**src/rtl/seq_detect_prog.sv**
```systemverilog
// Programmable serial pattern detector: runtime-loaded 1..PAT_LEN bit pattern,
// valid-qualified input, overlap/non-overlap mode and saturating match counter.
module seq_detect_prog #(
   parameter int PAT_LEN = 4,
   parameter int CNT_W   = 8,
   parameter int LEN_W   = $clog2(PAT_LEN + 1)
) (
   input  logic               i_clk,
   input  logic               i_rst,
   input  logic               i_cfg_load,
   input  logic [PAT_LEN-1:0] i_pattern,
   input  logic [LEN_W-1:0]   i_len,
   input  logic               i_overlap,
   input  logic               i_valid,
   input  logic               i_seq,
   input  logic               i_cnt_clr,
   output logic               o_match,
   output logic [CNT_W-1:0]   o_count
);

   localparam logic [LEN_W-1:0] LEN_MAX = LEN_W'(PAT_LEN);
   localparam logic [CNT_W-1:0] CNT_MAX = '1;

   logic [PAT_LEN-1:0] pattern_q;
   logic [PAT_LEN-1:0] hist_q;
   logic [PAT_LEN-1:0] hist_next;
   logic [PAT_LEN-1:0] bit_ok;
   logic [LEN_W-1:0]   len_q;
   logic [LEN_W-1:0]   fill_q;
   logic [LEN_W-1:0]   fill_inc;
   logic [LEN_W-1:0]   len_eff;
   logic               overlap_q;
   logic               accept;
   logic               hit;

   // A load cycle owns the datapath, so a bit presented with it is discarded.
   assign accept    = i_valid & ~i_cfg_load;
   assign hist_next = {hist_q[PAT_LEN-2:0], i_seq};
   assign fill_inc  = (fill_q == LEN_MAX) ? LEN_MAX : fill_q + LEN_W'(1);
   assign len_eff   = (i_len == '0 || i_len > LEN_MAX) ? LEN_MAX : i_len;

   // Positions at or above the active length always compare true.
   for (genvar b = 0; b < PAT_LEN; b++) begin : g_cmp
      assign bit_ok[b] = (LEN_W'(b) >= len_q) | (hist_next[b] == pattern_q[b]);
   end

   assign hit = accept & (fill_inc >= len_q) & (&bit_ok);

   always_ff @(posedge i_clk) begin
      if (i_rst) begin
         pattern_q <= '0;
         len_q     <= LEN_MAX;
         overlap_q <= 1'b1;
         hist_q    <= '0;
         fill_q    <= '0;
         o_match   <= 1'b0;
      end else begin
         o_match <= hit;
         if (i_cfg_load) begin
            pattern_q <= i_pattern;
            len_q     <= len_eff;
            overlap_q <= i_overlap;
            hist_q    <= '0;
            fill_q    <= '0;
         end else if (accept) begin
            hist_q <= hist_next;
            fill_q <= (hit & ~overlap_q) ? '0 : fill_inc;
         end
      end
   end

   always_ff @(posedge i_clk) begin
      if (i_rst)
         o_count <= '0;
      else if (i_cnt_clr)
         o_count <= hit ? CNT_W'(1) : '0;
      else if (hit && o_count != CNT_MAX)
         o_count <= o_count + CNT_W'(1);
   end

endmodule

```
**config.mk**
```make
export PLATFORM = sky130hd
export DESIGN_NAME = seq_detect_prog
export DESIGN_NICKNAME = d
export VERILOG_FILES = /design/src/rtl/seq_detect_prog.sv
export SDC_FILE = /design/constraint.sdc
export NUM_CORES = 1
export LEC_CHECK = 0
export BUFFER_PORTS_ARGS = -buffer_cell sky130_fd_sc_hd__buf_2
export CORE_UTILIZATION = 45
export DETAILED_ROUTE_END_ITERATION = 8
export PLACE_DENSITY = 0.74
export SLEW_MARGIN = 10
export SYNTH_ARGS = -nofsm -noshare
export SYNTH_HDL_FRONTEND = slang
export SYNTH_SLANG_ARGS = --single-unit
```
**constraint.sdc**
```tcl
create_clock -name i_clk -period 2.5 [get_ports i_clk]
set_input_delay 0.25 -clock i_clk [delete_from_list [all_inputs] [get_ports i_clk]]
set_output_delay 0.25 -clock i_clk [all_outputs]
set_load 0.01 [all_outputs]
```
==> results list, run 1 <==
* Run status: finished clean
- Counting along the longest clock path gives a buffer depth of 2.
* Hpwl dp: 1890 um
- Power density relative to cell area: roughly 450 mW/mm^2
- Buffers inserted during clock tree synthesis total 3.
* Number of placement rows: 18
* Launching point of the worst reg2reg path: fill_q[0]$_SDFFE_PP0P_
- For this block, wires on met1 add up to 1180 um.
- Cell with the largest stage delay on the worst path: sky130_fd_sc_hd__or3_2
- Clock tree synthesis selected as its root buffer the cell sky130_fd_sc_hd__clkbuf_4.
- After synthesis, the largest family of logic cells by area is simple AND/OR/NAND/NOR gates.
- Clock latency on the worst-skew pair: about 0.31 ns
- After detailed routing, the average wire length per cell comes to between 10 and 15 um.
- The routed design uses 1320 um of met2 wire.
- Across the VDD grid, the largest voltage drop is between 0.3 and 0.4 mV.
- Crit Path Class: flop to flop
- The count of buffers added on input and output ports is 22.
* Inst Count DP: 181
- The floorplan step set the die width to 53.6 um.
- The tree built by TritonCTS fans out to 23 sinks.
- Entering global routing, the biggest net connects 16 pins.
* Critical hold path startpoint: i_overlap
- Diode count: 0
- Layout Cells excl Fill: 190
- Die outline area: ~0.0029 sq mm
* Initial drt markers: 30
- Post-detailed-route count of antenna-violating nets: 0
- Of the post-synthesis cell area, the part taken by muxes is under 10%.
* Transition time at the pin with the least slew margin: ~0.32 ns
- Buffers inserted to repair hold after CTS numbered 0.
* Classification of the worst-slack hold path: primary input to flop
- Sequential fraction of the synthesis area: 38.5%
* Seq cells post-synth: 23
- During I/O placement, the number of pins put on the boundary was 23.
* Synthesized area per cell: 8.93 sq um
- For the worst setup path, the data required time is 2.75 ns.
* Total via count after detailed routing: 1090
* Routed wire length on met3: 121 um
* Global Route Usage Sum: 19.5%
- Total global routing overflow: 0
- The worst path uses a little over nine tenths of the clock period.
- In this run the number of H-tree levels came out at 1.
* R2R cell count: 11
- Post-synth cell types: 36
- After Yosys synthesis, XOR and XNOR cells account for under 10% of the synthesized area.
- In this run, synthesis inferred 0 flip-flops with an integrated enable.
- Register-to-register setup slack: 0.07 ns
- Filler Cells Inserted: 234
- The total area inside the core boundary comes to 0.00250 sq mm.
- Number of cells produced by synthesis: 134
- Of the total synthesized cell area, the portion taken by full adders, half adders and majority gates is 7.32%.
- Leakage power summed over all cells: 0.601 nW
- Cells traversed along the worst timing path: inv_1, ha_2, nand3b_1, o21ai_2, inv_1, ha_1, o21ai_0, o21bai_2, nand4_4, or3_2, a21oi_2
- In this run the tightest slew margin relative to its limit is 78.6%.
- In this run the top signal layer used is met4.
- Final critical-path setup slack: 0.0747 ns
- The Yosys step of the flow raised 0 warnings.
- First-pass GRT wire length: 4050 um
* Highest cell delay on the worst timing path: 0.50 ns
- Max-slew violations: 0
- The area growth from synthesis to layout is 19.8%.
* Type of element launching the critical path: flop
- Data arrives at the worst endpoint at 2.68 ns.
- After clock tree synthesis, the clock-pin slew on the worst setup and hold paths is between 0.1 and 0.15 ns.
- The congestion estimate from routability-driven global placement came to around 0.82.
* Number of iterations in the first detailed-routing pass: 4
- After Yosys synthesis, and, or, nand and nor cells account for 24.3% of the synthesized area.
- Dividing the detail-routed via count by the number of cells gives 5.74.
- Via count of the first global-routing pass: approximately 1000
- In this run the critical register-to-register path is captured at o_count[5]$_SDFFE_PP0P_.
* Clock tree from TritonCTS: done
- Number of nets in the finished design: between 150 and 200
- Post-synthesis instance area: 0.00120 sq mm
- Crit path capture type: flop
* Number of instances on the worst hold path: 2
- Vert. Die Dim: 53.6 um
- Hold violation count in the final report: 0
* Setup TNS Final: 0 ns
- End of the worst hold path: overlap_q$_SDFFE_PP1P_
- Final Setup Violations: 0
- For this run, asynchronously set or reset flops after synthesis account for 0%.
* Synth Area in Compound Gates: 15.5%
- DRC violations left: 0
- Max-cap violations: 0
- Net count of the mapped netlist: 155
* Layout cell share with drive strength beyond 1: 31.9%
- By instance count, the cell type seen most on the critical path is sky130_fd_sc_hd__inv_1.
- Prevailing post-synth register cell: sky130_fd_sc_hd__dfxtp_1
* Fin crit period: 2.43 ns
* Worst setup skew after layout: 0.00177 ns
* Highest net fanout along the worst path: 4
* Effective utilization at floorplan: 47.8%
- Initial antenna violation count: 0
* Total length of routed wires: 2680 um
- Timing-limited maximum frequency: 412 MHz
* Pre-CTS WS: -0.0140 ns
area by class of cell:
class                           count  area (sq um)  share of cell area, %
Multi-Input combinational cell    100           737                   51.4
Sequential cell                    23           462                   32.2
Timing Repair Buffer               26           144                   10.0
Tap cell                           30          37.5                   2.62
Clock buffer                        4          26.3                   1.83
Inverter                            7          26.3                   1.83
cell usage after synthesis (3+ instances only):
cell | n | share of area [%]
sky130_fd_sc_hd__or3_2 | 4 | 2.5
sky130_fd_sc_hd__or3_1 | 4 | 2.1
sky130_fd_sc_hd__inv_1 | 7 | 2.2
sky130_fd_sc_hd__o21ai_0 | 9 | 3.8
sky130_fd_sc_hd__a21oi_1 | 9 | 3.8
sky130_fd_sc_hd__nand3b_1 | 4 | 2.5
sky130_fd_sc_hd__mux2i_1 | 8 | 6.7
sky130_fd_sc_hd__dfxtp_1 | 23 | 38
sky130_fd_sc_hd__ha_1 | 7 | 7.3
sky130_fd_sc_hd__or2_2 | 4 | 2.1
sky130_fd_sc_hd__nand2_1 | 8 | 2.5
sky130_fd_sc_hd__nor2_1 | 13 | 4.1
sky130_fd_sc_hd__nand3_1 | 4 | 1.7
sky130_fd_sc_hd__xnor2_1 | 3 | 2.2
cells by family after synthesis:
logic type / count (synthesis)
xor gates and xnor gates: 4
buffers and inverters: 12
AOI/OAI and AO/OA: 28
DFF: 23
adders and majority gates: 7
muxes: 8
and+or+nand+nor: 52
layer usage:
layer  vias to the layer above  global-route usage [%]
met3                         9                    4.24
met5                         -                       0
met1                       515                    23.5
met2                        35                    32.9
met4                         0                    8.77
li1                        531                       -
report_power, final:
part / switching (W) / total, W / internal, W
sequential: 0.00000817 / 0.000384 / 0.000376
combinational: 0.0000459 / 0.0000836 / 0.0000377
clock: 0.000111 / 0.000173 / 0.0000623
total: 0.000165 / 0.000640 / 0.000476
worst max path at each step:
stage	slack (ns)	cells after the start	endpoint	start
6_report	0.07	11	o_count[5]$_SDFFE_PP0P_	fill_q[0]$_SDFFE_PP0P_
4_1_cts	0.0002	11	o_count[5]$_SDFFE_PP0P_	fill_q[0]$_SDFFE_PP0P_
2_1_floorplan	0.35	12	o_count[6]$_SDFFE_PP0P_	fill_q[0]$_SDFFE_PP0P_
3_3_place_gp	0.14	11	o_count[7]$_SDFFE_PP0P_	fill_q[0]$_SDFFE_PP0P_
5_1_grt	-0.05	12	o_count[4]$_SDFFE_PP0P_	fill_q[0]$_SDFFE_PP0P_
3_5_place_dp	-0.01	11	o_count[5]$_SDFFE_PP0P_	fill_q[0]$_SDFFE_PP0P_
layout by cell type, fill, tap and decap left out, types with 2 or more instances in the layout:
cell type / n
sky130_fd_sc_hd__nor2b_1: 2
sky130_fd_sc_hd__buf_4: 3
sky130_fd_sc_hd__ha_1: 6
sky130_fd_sc_hd__o21ai_0: 8
sky130_fd_sc_hd__a21oi_1: 6
sky130_fd_sc_hd__nand2b_1: 2
sky130_fd_sc_hd__or2_2: 4
sky130_fd_sc_hd__or3_4: 3
sky130_fd_sc_hd__buf_2: 22
sky130_fd_sc_hd__a21oi_2: 3
sky130_fd_sc_hd__nand3b_1: 4
sky130_fd_sc_hd__o31ai_1: 2
sky130_fd_sc_hd__mux2i_1: 8
sky130_fd_sc_hd__dfxtp_1: 22
sky130_fd_sc_hd__clkbuf_4: 3
sky130_fd_sc_hd__inv_1: 7
sky130_fd_sc_hd__nand2_1: 8
sky130_fd_sc_hd__nand3_1: 4
sky130_fd_sc_hd__xnor2_1: 3
sky130_fd_sc_hd__or3_1: 4
sky130_fd_sc_hd__nor2_1: 13
through the flow:
stage               utilization, %  power [W]  hold WS (ns)  area [sq um]
floorplan                        -   0.000442         0.372          1200
global placement              52.5   0.000460         0.458          1310
detailed placement            52.5   0.000464         0.467          1310
CTS                           53.9   0.000634         0.142          1350
global route                  57.3   0.000674         0.124          1430
finish                        57.3   0.000640         0.138          1430
worst max-delay path, delay by kind of cell, from the launching register on:
kind | cells | cell delay (ns)
simple gates | 3 | 0.83
buf+inv | 2 | 0.11
flops | 1 | 0.35
fa+ha+maj | 2 | 0.44
compound gates | 4 | 0.65
flip-flops by register name, summed over array words and instances, names as in the netlist:
signal	flops
pattern_q	4
overlap_q	1
fill_q	3
o_match	1
hist_q	3
o_count	8
len_q	3
repair_timing:
item / CTS / global route
resized for setup: 1 / 13
pin swaps: 0 / 2
cloned: 0 / 1
setup endpoints to repair: 3 / 10
setup buffers: 0 / 4
Power figures use the tool's default switching activity.
==> run 2, diff against run 1 <==
--- a/config.mk
+++ b/config.mk
@@ -6,6 +6,7 @@
 export NUM_CORES = 1
 export LEC_CHECK = 0
 export BUFFER_PORTS_ARGS = -buffer_cell sky130_fd_sc_hd__buf_2
+export CORE_ASPECT_RATIO = 0.5
 export CORE_UTILIZATION = 45
 export DETAILED_ROUTE_END_ITERATION = 8
 export PLACE_DENSITY = 0.74
==> run 2 against run 1 <==
Global-route usage shrank 0.72 points; cell count grew 2.1%; die area grew 0.44%; combinational power shrank 2%; total power grew 8.4%; via count shrank 3.9%; wire length shrank 6.4%; sequential power is essentially flat; largest power group unchanged; highest routed layer unchanged.
==> results list, run 2 (synthesized netlist as in run 1, its figures left out) <==
- Run status: finished clean
- Along the worst path, the maximum fanout reaches 6.
- Entering global routing, the biggest net connects 16 pins.
- In the layout the commonest cells are 22 x sky130_fd_sc_hd__dfxtp_1, 22 x sky130_fd_sc_hd__buf_2, 13 x sky130_fd_sc_hd__nor2_1, 8 x sky130_fd_sc_hd__nand2_1, 8 x sky130_fd_sc_hd__mux2i_1.
- In the final layout, the multi-input gates occupy 723 sq um.
* Hpwl dp: roughly 1700 um
- 0 antenna diodes ended up in the layout.
- TritonCTS built the clock tree.
- Effective utilization at floorplan: 50.7%
- At the end of the flow, the number of nets in the layout was 181.
* Biggest registers after layout: o_count x8, pattern_q x4
- The finished cells cover 0.00144 sq mm.
- Routability-driven placement finished with a final weighted congestion of 0.755.
- The number of antenna violations at the first check in global routing was 0.
- Registers take 462 sq um.
* Input/output buffers: 22
- The slowest stage of the critical path is the sky130_fd_sc_hd__or3_2 cell.
- Once detail routing completed, the nets flagged for antenna violations numbered 0.
- CTS built an H-tree with a depth of 1.
* Die outline area: 0.00288 sq mm
- Ranked by flip-flop count, first place goes to o_count.
* Number of iterations in the first detailed-routing pass: 4
- Per report_power, the combinational group accounts for between 10% and 20% of the total.
- After detailed routing, the number of remaining DRC violations is 0.
* Pre-CTS WS: 0.105 ns
- The kind of cell with the highest combined delay along the critical path is simple AND/OR/NAND/NOR gates.
- Total global routing overflow: 0
- CTS Buf Count: 3
- Global routing used 18.8% of the available tracks across all layers.
- The final max-slew violation count was 0.
- The floorplan step defined a core boundary enclosing 0.00236 sq mm.
- Derived from the worst setup path, the maximum achievable clock frequency is 422 MHz.
* Peak ir drop on the vdd network: about 0.26 mV
- Detailed routing inserted a total of 1047 vias.
- The worst setup path is captured at a flop.
- Measured along the x axis, the die boundary spans 74.9 um.
- Initial drt markers: 53
- Maximum buffer depth of the clock tree: 2
- Wires add up to between 2000 and 3000 um.
* Vias per std cell: between 5 and 6
* CTS clk-pin slew, worst paths: 0.08 ns
- Worst Path Arrival: around 2.6 ns
* Internal power consumption: approximately 0.00053 W
- Transition time at the pin with the least slew margin: roughly 0.30 ns
- Required time reported for the critical path endpoint: 2.71 ns
* Filler Cells Inserted: 210
- Measured against its own limit, the worst slew margin works out to ~80%.
- Hold violation count in the final report: 0
* Clock Tree Root: sky130_fd_sc_hd__clkbuf_8
* Buf+Inv Stages, Crit Path: 2
- Layout cell share with drive strength beyond 1: 30.2%
- P&R area growth vs syn: 20.1%
- Clock latency on the worst-skew pair: 0.26 ns
* Max-cap violations: 0
- Classification of the worst-slack hold path: primary input to flop
* Via count of the first global-routing pass: 922
- The final critical path takes up 94.8% of the cycle.
* Power density relative to cell area: 483 mW/mm^2
* Cells traversed along the worst timing path: inv_1, ha_1, nand3b_1, o21ai_2, inv_1, ha_1, o21ai_1, o21bai_2, nand4_4, or3_2, a21oi_2
* Switching power of the nets: 0.000168 W
- In this run the count of I/O pins placed on the die edge is 23.
- Number of placement rows: 12
* Crit Path Class: flop to flop
- Sequential cells burn about 55% of the power.
- In this run switching power makes up around a quarter of total power.
- Worst setup skew after layout: roughly 0.0038 ns
* Final Setup Violations: 0
- Buffers inserted to repair hold after CTS numbered 0.
- Flip-flop count of the largest register after layout: 8
- Clk pwr share: 33.0%
* Leakage power summed over all cells: about 0.60 nW
* Final critical-path setup slack: around 0.13 ns
* Type of element launching the critical path: flop
- Post-place instance area: between 0.001 and 0.0015 sq mm
- Routed length per instance: 12.9 um
- Highest cell delay on the worst timing path: 0.49 ns
- The smallest clock period supported by the final layout is computed as 2.37 ns.
- Vert. Die Dim: 38.5 um
* Clock sink count: 23
* First-pass GRT wire length: roughly 3900 um
==> run 2: cell count changes in the layout (fill, tap and decap cells not counted), moves of 2 or more <==
cell / before / now
sky130_fd_sc_hd__o21ai_0: 8 / 6
sky130_fd_sc_hd__or3_4: 3 / 1
sky130_fd_sc_hd__clkbuf_4: 3 / 0
sky130_fd_sc_hd__clkbuf_8: 0 / 3
sky130_fd_sc_hd__o21ai_1: 0 / 2
sky130_fd_sc_hd__or3_2: 1 / 3
==> run 2: cell type report <==
cell class | instances | area share [%]
multi-input combinational | 100 | 50.3
sequential | 23 | 32.1
inverter | 7 | 1.83
clock buffer | 4 | 3.14
timing repair buffer | 25 | 9.49
tap | 35 | 3.05
==> run 2: what timing repair did <==
item | 4_1_cts | 5_1_grt
buffers inserted | 0 | 2
resized for setup | 0 | 12
setup endpoints to repair | 0 | 10
hold endpoints to repair | 0 | 0
==> run 2: power groups by stage <==
stage	clock, W	sequential (W)	combinational [W]
detailed placement	0	0.000391	0.0000716
global placement	0	0.000391	0.0000701
CTS	0.000234	0.000383	0.0000727
floorplan	0	0.000390	0.0000523
finish	0.000229	0.000383	0.0000817
global route	0.000246	0.000385	0.0000929
==> run 2: final timing paths <==
path | cells after the start | slack [ns] | to | from
worst max-delay path | 11 | 0.13 | o_count[5]$_SDFFE_PP0P_ | fill_q[0]$_SDFFE_PP0P_
worst min register to register | 2 | 0.52 | len_q[0]$_SDFFE_PP0P_ | len_q[0]$_SDFFE_PP0P_
worst min-delay path | 2 | 0.19 | overlap_q$_SDFFE_PP1P_ | i_overlap
worst max register to register | 11 | 0.13 | o_count[5]$_SDFFE_PP0P_ | fill_q[0]$_SDFFE_PP0P_
==> run 2: routing by layer <==
layer  part of all wire [%]  GRT usage [%]  up-vias
met3                    3.8           5.53        7
met4                    1.4           5.66        0
met1                     48           22.2      489
met5                      0              0        -
met2                     47           33.3       22
li1                       -              -      529
==> run 2: worst reg2reg max path, stage by stage (launching register included) <==
cell and delay (ns):
sky130_fd_sc_hd__dfxtp_2 0.33, sky130_fd_sc_hd__inv_1 0.06, sky130_fd_sc_hd__ha_1 0.20, sky130_fd_sc_hd__nand3b_1 0.16, sky130_fd_sc_hd__o21ai_2 0.07, sky130_fd_sc_hd__inv_1 0.05
sky130_fd_sc_hd__ha_1 0.26, sky130_fd_sc_hd__o21ai_1 0.09, sky130_fd_sc_hd__o21bai_2 0.29, sky130_fd_sc_hd__nand4_4 0.17, sky130_fd_sc_hd__or3_2 0.49, sky130_fd_sc_hd__a21oi_2 0.13
==> run 2: metrics by stage <==
step	setup TNS (ns)	hold WS, ns	instances	util [%]	power, W
6_report	0	0.192	194	60.9	0.000694
5_1_grt	-0.165	0.207	194	60.9	0.000724
4_1_cts	0	0.188	191	58.2	0.000689
3_5_place_dp	0	0.462	187	56.3	0.000463
3_3_place_gp	0	0.464	187	56.3	0.000461
2_1_floorplan	0	0.372	134	-	0.000442
==> run 3, diff against run 2 <==
--- a/config.mk
+++ b/config.mk
@@ -7,9 +7,9 @@
 export LEC_CHECK = 0
 export BUFFER_PORTS_ARGS = -buffer_cell sky130_fd_sc_hd__buf_2
 export CORE_ASPECT_RATIO = 0.5
-export CORE_UTILIZATION = 45
+export CORE_UTILIZATION = 37
 export DETAILED_ROUTE_END_ITERATION = 8
-export PLACE_DENSITY = 0.74
+export PLACE_DENSITY = 0.64
 export SLEW_MARGIN = 10
 export SYNTH_ARGS = -nofsm -noshare
 export SYNTH_HDL_FRONTEND = slang
==> constraint.sdc (replaced) <==
create_clock -name i_clk -period 2.5 [get_ports i_clk]
set_input_delay 0.375 -clock i_clk [delete_from_list [all_inputs] [get_ports i_clk]]
set_output_delay 0.375 -clock i_clk [all_outputs]
set_load 0.01 [all_outputs]
==> run 3 against run 2 <==
Largest power group unchanged; core utilization down 14 points; clock skew down 0.0020 ns; worst setup slack worse by 0.013 ns; die area up 21%.
==> results list, run 3 (synthesized netlist as in run 1, its figures left out) <==
* Run status: finished clean
- The count of endpoints failing hold in the final timing report came to 0.
- Clock tree synthesis inserted a total of 3 buffers.
* Number of placement rows: 14
- Ranked by flip-flop count, first place goes to o_count.
* Hpwl dp: 1630 um
- Initial antenna violation count: 0
- The clock reaches the later pin of the worst-skew pair after 0.27 ns.
* Worst slew margin relative to its limit: 72.2%
- The largest registers in the layout are o_count x8, pattern_q x4.
* Worst Path Arrival: ~2.5 ns
* Most common library cell in the layout ignoring fill and taps: sky130_fd_sc_hd__dfxtp_1
* Flip-flop count of the largest register after layout: 8
- Number of nets in the finished design: about 180
* Max-cap violations: 0
* Type of element launching the critical path: flop
- Highest net fanout along the worst path: 3
- Initial drt markers: 22
- Vert. Die Dim: ~42 um
- Reg power frac: 54.7%
* Max-slew violations: 0
* Leakage power summed over all cells: 0.606 nW
- Maximum number of pins on one net before global-route repair: 16
- For this design the top-level I/O count stands at 23.
* H-tree depth: 1
- Worst setup skew after layout: between 0.0015 and 0.002 ns
- After detailed routing, the number of vias per cell comes to 4.97.
- For this configuration, the core starts out at a cell density of 39.5%.
* Placer Congestion: 0.759
- The first global-routing pass estimated 3470 um of wire.
* Fin crit share: 95.3%
* Crit Path Class: flop to flop
- The die is 82.4 um wide.
* Transition time at the pin with the least slew margin: 0.414 ns
- Across the VDD grid, the largest voltage drop is 0.171 mV.
- Leaving out fill and tap cells, the most frequent cells in the layout are 23 x sky130_fd_sc_hd__dfxtp_1, 22 x sky130_fd_sc_hd__buf_2, 13 x sky130_fd_sc_hd__nor2_1, 9 x sky130_fd_sc_hd__o21ai_0, 9 x sky130_fd_sc_hd__a21oi_1.
- STA puts the critical path data required time at 2.64 ns.
* Combinational Power Share: 11.5%
- CTS Hold Buffers Added: 0
- The die covers approximately 0.0035 sq mm.
- Summed over all layers, the routed wires come to around 2300 um.
- Clock tree from TritonCTS: done
* Input/output buffers: 22
- DRC violations left: 0
- Fin crit period: 2.38 ns
- P&R area growth vs syn: 19.2%
- Final design utilization: 47.1%
- Timing-limited maximum frequency: 420 MHz
* Routed length per instance: roughly 11 um
- Summing all multi-input logic gate instances after layout gives 703 sq um.
* Via count of the first global-routing pass: 794
- Area of the core: 0.00303 sq mm
- No sink is reached through more buffers than the 2 on the longest clock path.
- Crit path capture type: flop
- CTS clk-pin slew, worst paths: 0.08 ns
* Total via count after detailed routing: 993
* Filler Cells Inserted: slightly above 300
- Counting tap cells, the placed design contains a total of 191 instances.
- Register cell area after layout: about 460 sq um
- Net switching share of the total power: 25.1%
- The pre-antenna-repair detailed-routing pass consisted of 4 iterations.
- In the global route stage, overall resource usage came out at 13.3%.
- Layout Cells excl Fill: 200
* Post-route design area: 0.00143 sq mm
- The count of nets left with antenna violations once routing finished came out at 0.
* Layout cell share with drive strength beyond 1: about 28%
- The clock network is responsible for between 30% and 40% of the overall power.
* Classification of the worst-slack hold path: primary input to flop
- The internal portion of the total power is around 0.00052 W.
- Final Setup Violations: 0
* Clock sink count: 23
- Diode count: 0
* Power density relative to cell area: 490 mW/mm^2
* Switching power of the nets: around 0.00018 W
- Total global routing overflow: 0
- Post-place instance area: 0.00133 sq mm
- Clock Tree Root: sky130_fd_sc_hd__clkbuf_8
-- run 3: power by group through the flow --
| stage | sequential [W] | combinational, W | clock (W) |
|---|---|---|---|
| global route | 0.000384 | 0.0000899 | 0.000260 |
| finish | 0.000383 | 0.0000807 | 0.000236 |
| floorplan | 0.000390 | 0.0000523 | 0 |
| global placement | 0.000391 | 0.0000706 | 0 |
| CTS | 0.000383 | 0.0000719 | 0.000247 |
| detailed placement | 0.000392 | 0.0000714 | 0 |
-- run 3: path summary, 6_finish.rpt --
| path | start | endpoint | slack (ns) | depth (start not counted) |
|---|---|---|---|---|
| hold reg to reg | o_count[6]$_SDFFE_PP0P_ | o_count[6]$_SDFFE_PP0P_ | 0.50 | 2 |
| hold / removal | i_overlap | overlap_q$_SDFFE_PP1P_ | 0.31 | 2 |
| setup / recovery | fill_q[0]$_SDFFE_PP0P_ | fill_q[1]$_SDFFE_PP0P_ | 0.12 | 11 |
| setup reg to reg | fill_q[0]$_SDFFE_PP0P_ | fill_q[1]$_SDFFE_PP0P_ | 0.12 | 11 |
-- run 3: metrics by stage --
stage	setup WS, ns	power [W]	hold WS [ns]	setup TNS, ns
after floorplan	0.346	0.000442	0.476	0
after global placement	0.108	0.000462	0.497	0
after detailed placement	0.0606	0.000463	0.500	0
after CTS	0.0384	0.000702	0.305	0
after global routing	-0.0211	0.000734	0.309	-0.0211
final	0.118	0.000700	0.309	0
-- run 3: repair_timing --
item / CTS / global route
hold endpoints to repair: 0 / 0
endpoints found under the setup margin: 0 / 5
gates resized for setup: 0 / 2
buffers inserted: 0 / 4
-- run 3: critical path, cell delays in order, from the launching register on --
cell and delay, ns:
sky130_fd_sc_hd__dfxtp_1 0.34, sky130_fd_sc_hd__inv_1 0.06, sky130_fd_sc_hd__ha_1 0.20, sky130_fd_sc_hd__nand3b_1 0.15, sky130_fd_sc_hd__o21ai_0 0.10, sky130_fd_sc_hd__inv_1 0.07, sky130_fd_sc_hd__ha_1 0.27, sky130_fd_sc_hd__o21ai_0 0.09
sky130_fd_sc_hd__o21bai_2 0.25, sky130_fd_sc_hd__nand3_1 0.16, sky130_fd_sc_hd__nor3_1 0.40, sky130_fd_sc_hd__o32ai_1 0.16
-- run 3: area by class of cell --
cell class                      count  area share (%)
Clock buffer                        3            2.89
Clock inverter                      1           0.351
Timing Repair Buffer               26            9.82
Multi-Input combinational cell    100            49.3
Sequential cell                    23            32.3
Tap cell                           40            3.51
Inverter                            7            1.84
-- run 3: routing by layer --
metal	wire length (um)	up-vias	global-route usage, %
met5	0	-	0
met4	34	0	5.26
met3	86	4	4.13
met2	993	14	21.0
met1	1170	445	16.8
li1	-	530	-
